## src/rtl/rsh_pkg.sv

```systemverilog
// Shared definitions for the iterative right shifter.
//   W           : operand width
//   SW          : shift-amount width, clog2(W+1)
//   rsh_state_t : controller states
package rsh_pkg;

  localparam int unsigned W  = 7;
  localparam int unsigned SW = 3;

  typedef enum logic [1:0] {
    IDLE  = 2'd0,
    SHIFT = 2'd1,
    DONE  = 2'd2
  } rsh_state_t;

endpackage

```

## src/rtl/rsh_iter.sv

```systemverilog
// Iterative right shifter: shifts the operand one bit per clock, with logical or
// arithmetic fill, behind a start/ready/done handshake.
//   clk   : clock, rising edge
//   rst_n : synchronous active-low reset
//   start : request a shift, accepted only while ready
//   a     : operand, sampled on an accepted start
//   f     : shift amount, sampled on an accepted start
//   arith : 1 = sign fill, 0 = zero fill, sampled on an accepted start
//   ready : idle and able to accept start
//   done  : one-cycle pulse, y holds the final result
//   y     : result register, held until the next accepted start
module rsh_iter #(
  parameter int unsigned W  = rsh_pkg::W,
  parameter int unsigned SW = rsh_pkg::SW
) (
  input  logic          clk,
  input  logic          rst_n,
  input  logic          start,
  input  logic [W-1:0]  a,
  input  logic [SW-1:0] f,
  input  logic          arith,
  output logic          ready,
  output logic          done,
  output logic [W-1:0]  y
);

  import rsh_pkg::*;

  localparam logic [SW-1:0] CntOne = SW'(1);

  rsh_state_t    state_q, state_d;
  logic [W-1:0]  y_q, y_d;
  logic [SW-1:0] cnt_q, cnt_d;
  logic          fill_q, fill_d;

  always_comb begin
    state_d = state_q;
    y_d     = y_q;
    cnt_d   = cnt_q;
    fill_d  = fill_q;
    unique case (state_q)
      IDLE: begin
        if (start) begin
          y_d     = a;
          cnt_d   = f;
          fill_d  = arith & a[W-1];
          state_d = (f == '0) ? DONE : SHIFT;
        end
      end
      SHIFT: begin
        y_d   = {fill_q, y_q[W-1:1]};
        cnt_d = cnt_q - CntOne;
        if (cnt_q == CntOne) begin
          state_d = DONE;
        end
      end
      DONE: begin
        state_d = IDLE;
      end
      default: begin
        state_d = IDLE;
      end
    endcase
  end

  always_ff @(posedge clk) begin
    if (!rst_n) begin
      state_q <= IDLE;
      y_q     <= '0;
      cnt_q   <= '0;
      fill_q  <= 1'b0;
    end else begin
      state_q <= state_d;
      y_q     <= y_d;
      cnt_q   <= cnt_d;
      fill_q  <= fill_d;
    end
  end

  // Handshake outputs come from registered state only.
  assign ready = (state_q == IDLE);
  assign done  = (state_q == DONE);
  assign y     = y_q;

endmodule

```

## config.mk

```make
export PLATFORM = sky130hd
export DESIGN_NAME = rsh_iter
export DESIGN_NICKNAME = d
export VERILOG_FILES = /design/src/rtl/rsh_pkg.sv /design/src/rtl/rsh_iter.sv
export SDC_FILE = /design/constraint.sdc
export NUM_CORES = 1
export LEC_CHECK = 0
export CORE_MARGIN = 4
export CORE_UTILIZATION = 45
export CTS_CLUSTER_SIZE = 24
export DETAILED_ROUTE_END_ITERATION = 6
export PLACE_DENSITY = 0.78
export SETUP_SLACK_MARGIN = 0.15
export SKIP_CTS_REPAIR_TIMING = 1
export SLEW_MARGIN = 10
export SYNTH_ARGS = -nofsm -noshare
export SYNTH_HDL_FRONTEND = slang
export SYNTH_SLANG_ARGS = --single-unit
```

## constraint.sdc

```tcl
create_clock -name clk -period 2 [get_ports clk]
set_input_delay 0.5 -clock clk [delete_from_list [all_inputs] [get_ports clk]]
set_output_delay 0.5 -clock clk [all_outputs]
set_load 0.005 [all_outputs]
```

# Word level (Yosys, flattened, before mapping)
# Index checks and enable logic that the tools add are counted.
# W data, S select, Z words.
[totals]
wordCells = 25
inputBits = 14
rom_bits = 0
output_inout_bits = 9
latch_bits = 0
regBits = 13
n_memories = 0
mem_bits_rw = 0
[op_classes]
n_shift = 0
div = 0
n_eq_ne = 5
mux = 8
add_sub_neg = 1
mul = 0
n_lt_le_gt_ge = 0
reduce_logical = 6
bitwise = 1
[ops]
columns = ["operator", "count"]
rows = [
  ["$pmux W7 S2", 1],
  ["$mux W7", 1],
  ["$mux W2", 3],
  ["$pmux W3 S2", 1],
  ["$reduce_and A2 Y1", 3],
  ["$ne A2 B2 Y1 const B", 2],
  ["$pmux W2 S2", 1],
  ["$eq A3 B1 Y1 const B", 1],
  ["$logic_not A3 Y1", 1],
  ["$mux W3", 1],
  ["$sub A3 B1 Y3 const B", 1],
  ["$eq A2 B1 Y1 const B", 1],
  ["$eq A2 B2 Y1 const B", 1],
  ["$logic_not A2 Y1", 1],
  ["$reduce_bool A2 Y1", 1],
  ["$and A1 B1 Y1", 1],
]

# Depth between registers and ports, before layout
[depth]
ltp_word = 4
depth_mapped = 5
ltp_nobuf = 5

# Worst setup path before layout
# Ideal clock, no wire load.
[synth_path]
path_type = "in2reg"
start = "input port start"
end = "register state_q[0]"
setup_slack_ns = 0.795
t_arrival_ns = 1.141
setup_ns = 0.064
path_buffers = 0
cell_stages = 3
cell_sequence = "or3b_4 o22a_1 nor2_1"
[synth_between]
elab_chain_cells = 2
[synth_lines]
columns = ["item", "line_no", "source"]
rows = [
  ["from (decl)", "rsh_iter.sv:18", "input logic start,"],
  ["$ne A2 B2 Y1 (no source line)", "--", ""],
  ["$reduce_and A2 Y1 (no source line)", "--", ""],
  ["to (signal assigned)", "rsh_iter.sv:73", "state_q <= state_d;"],
  ["to (decl)", "rsh_iter.sv:31", "rsh_state_t state_q, state_d;"],
]
# Every way passes these cells.
# A chain may end at the register's enable or synchronous reset.

# Final worst setup path
[layout_path]
start = "register state_q[1]"
end = "output port ready"
[layout_between]
elab_chain_cells = 1
[layout_lines]
columns = ["item", "line_no", "source"]
rows = [
  ["$logic_not A2 Y1", "rsh_iter.sv:81", "assign ready = (state_q == IDLE);"],
  ["to (decl)", "rsh_iter.sv:22", "output logic ready,"],
]
# Every way passes these cells.

==> metrics.md <==
| Metric | Value |
|---|---|
| Run status | complete, no violations |
| H-Tree Level Count | 1 |
| Slew @ Worst Pin | 0.588 ns |
| Mapped Cells | 70 |
| Reg power frac | roughly half |
| Area of the core | 1320 sq um |
| Die height | 45.4 um |
| CP max stage cell | clkdlybuf4s50_1 |
| Max-slew violations | 0 |
| Die W | 45.4 um |
| Fin. Hold Viols | 0 |
| Post-route DRC violation count | 0 |
| Setup violators final | 0 |
| Routed WL | 1.38 mm |
| Post-synthesis adder-cell area fraction | 3.97% |
| Worst-path maximum fanout | 8 |
| Final min period | about 1.7 ns |
| First-pass GRT wire length | approximately 2.3 mm |
| CTS tree | built |
| Routability congestion estimate | 0.879 |
| Clock latency on the worst-skew pair | 0.27 ns |
| Synth area leaders | dfxtp_1 (41%), mux2i_1 (11%), a21oi_1 (7.9%) |
| DR WL/cell | roughly 13 um |
| Post-synthesis simple-gate area fraction | 16.1% |
| Placed Area | 846 sq um |
| Initial antenna violation count | 0 |
| CTS Root Cell | clkbuf_4 |
| Yosys cell types | 24 |
| Sw Ratio | 27.5% |
| TNS Setup | 0 ns |
| Layout filler cell count | 114 |
| Cts bufs inserted | 3 |
| Max-cap viol count | 0 |
| RSZ-0062 raised after global routing | no |
| Starting DRC count in detailed routing | 4 |
| Logic pwr share | 26.3% |
| Final global-route overflow total | 0 |
| Synth Area in Compound Gates | 22.0% |
| Post-synth top cells | dfxtp_1 (13), a21oi_1 (10), o21ai_0 (8), mux2i_1 (7) |
| Ys flop type | dfxtp_1 |
| Max clock buf depth | 2 |
| Part of the cycle the worst path needs | 86.5% |
| Clock transition at path regs | 0.08 ns |
| LEAKAGE | between 0.3 and 0.4 nW |
| Crit-path cells | nor2_1 > clkdlybuf4s50_1 |
| # IOs | 23 |
| Startpoint types | register |
| Critical Path RT | 1.50 ns |
| Avg Cell Area, Syn | 9.01 sq um |
| Clock power share | approximately 25% |
| Synth Area in XOR/XNOR | 0% |
| Register area share after synthesis | 41.3% |
| Post-synth net total | 86 |
| Hold crit path type | reg2reg |
| Cell Rows | 13 |
| Total Routing Usage GR | 15.7% |
| Largest family of logic cells by synthesized area | compound AO/OA/AOI/OAI gates |
| Max Clk Rate | 578 MHz |
| Synth Register Bits | 13 |
| Synth area leader | dfxtp_1 |
| Worst Path Arrival | 1.23 ns |
| Worst VDD drop | 0.353 mV |
| Vias | roughly 560 |
| Antenna Cells | 0 |
| Pin count of the biggest net entering global routing | 17 |
| Yosys top cell area share | roughly two fifths |
| Initial core utilization | between 40% and 50% |
| Worst setup EP type | primary output |
| CP peak stage delay | 0.50 ns |
| CP Class | reg2out |
| Top-count cell post-synth | dfxtp_1 |
| Synth async-reset ratio | 0% |
| Total number of yosys warnings | 0 |
| Final Cell Area | just under 900 sq um |
| Pint | 0.000463 W |
| Mux cell area share after synthesis | 11.1% |
| Vias in the first global route | about 570 |
| PD cells | 727 nW/um^2 |
| Number of synthesized flops with an enable pin | 0 |
| Setup Skew | 0.00265 ns |
| Clk sinks | 13 |
| PortBufs | 22 |
| P&R area growth vs syn | 39.5% |
| Pre-Repair DR Iteration Count | 2 |
| Layout cell share with drive strength beyond 1 | under 10% |
| Sw power | about 0.00018 W |
| Vias per cell | 5.16 |
| Die area | 2060 sq um |
| DPL Wire Length | 1.00 mm |
| Layout Nets | 110 |
| ANT nets after route | 0 |
| Post-Syn Area | ~630 sq um |
| Worst relative slew slack | between 60% and 70% |
kinds of logic (layout without fill, tap and decap cells):
group,Yosys count,count (layout)
buffers and inverters,6,29
adder cells (fa/ha/maj),2,2
AND/OR/NAND/NOR,18,18
multiplexers,7,7
flip-flops,13,13
AO/OA/AOI/OAI,24,24
placed cells by master, fill, tap and decap left out:
cell type,count
clkbuf_4,3
or3b_4,1
dfxtp_4,1
mux2i_1,7
inv_1,3
clkbuf_1,1
dfxtp_2,1
a21oi_1,10
nor3b_1,1
a22oi_1,1
nand2_1,3
nor2_1,2
clkdlybuf4s50_1,21
a31oi_1,1
nor2b_1,3
nor3_1,2
o21ba_2,1
o21a_1,1
nand3_1,3
nand2b_1,2
a2bb2oi_1,1
dfxtp_1,11
o22a_1,1
ha_1,2
nand3b_1,1
o21ai_0,8
dlymetal6s2s_1,1
registers in the layout, summed over array words and instances, names as in the netlist:
signal / count
fill_q: 1
cnt_q: 3
state_q: 2
y: 7
power by group through the flow:
stage / clock network (W) / registers (W) / logic (W)
after floorplan: 0 / 0.000309 / 0.0000983
after global placement: 0 / 0.000313 / 0.000167
after detailed placement: 0 / 0.000315 / 0.000169
after CTS: 0.000171 / 0.000309 / 0.000171
after global routing: 0.000190 / 0.000314 / 0.000187
final: 0.000163 / 0.000308 / 0.000168
final cells by class:
cell class | count | area [sq um] | share of cell area [%]
multi-input combinational | 51 | 335 | 38.1
sequential | 13 | 265 | 30.2
timing repair buffer | 22 | 223 | 25.3
clock buffer | 4 | 26.3 | 2.99
tap | 15 | 18.8 | 2.13
inverter | 3 | 11.3 | 1.28
critical path, delay by kind of cell (launching register included):
kind,cells,cell delay [ns]
and+or+nand+nor,1,0.09
DFF,1,0.37
buffers and inverters,1,0.50
metal layers:
metal	part of all wire (%)	track usage [%]
met1	45	17.7
met2	44	24.0
met3	8.8	6.32
met4	2.1	10.5
met5	0	0
per-stage QoR:
stage	util (%)	cells	hold slack [ns]	worst slack, ns	total power (W)
floorplan	-	70	0.431	0.795	0.000407
global placement	64.2	104	0.461	0.255	0.000480
detailed placement	64.2	104	0.470	0.228	0.000484
CTS	66.2	108	0.483	0.112	0.000650
global route	66.8	108	0.489	0.203	0.000690
finish	66.8	108	0.468	0.270	0.000639
final timing paths:
kind | slack [ns] | to | cells past startpoint | from
hold reg to reg | 0.47 | state_q[1] | 1 | state_q[1]
setup / recovery | 0.27 | ready | 2 | state_q[1]
hold / removal | 0.47 | state_q[1] | 1 | state_q[1]
setup reg to reg | 0.68 | y[5] | 3 | state_q[1]
No activity file was read; power rests on OpenSTA's default activity.
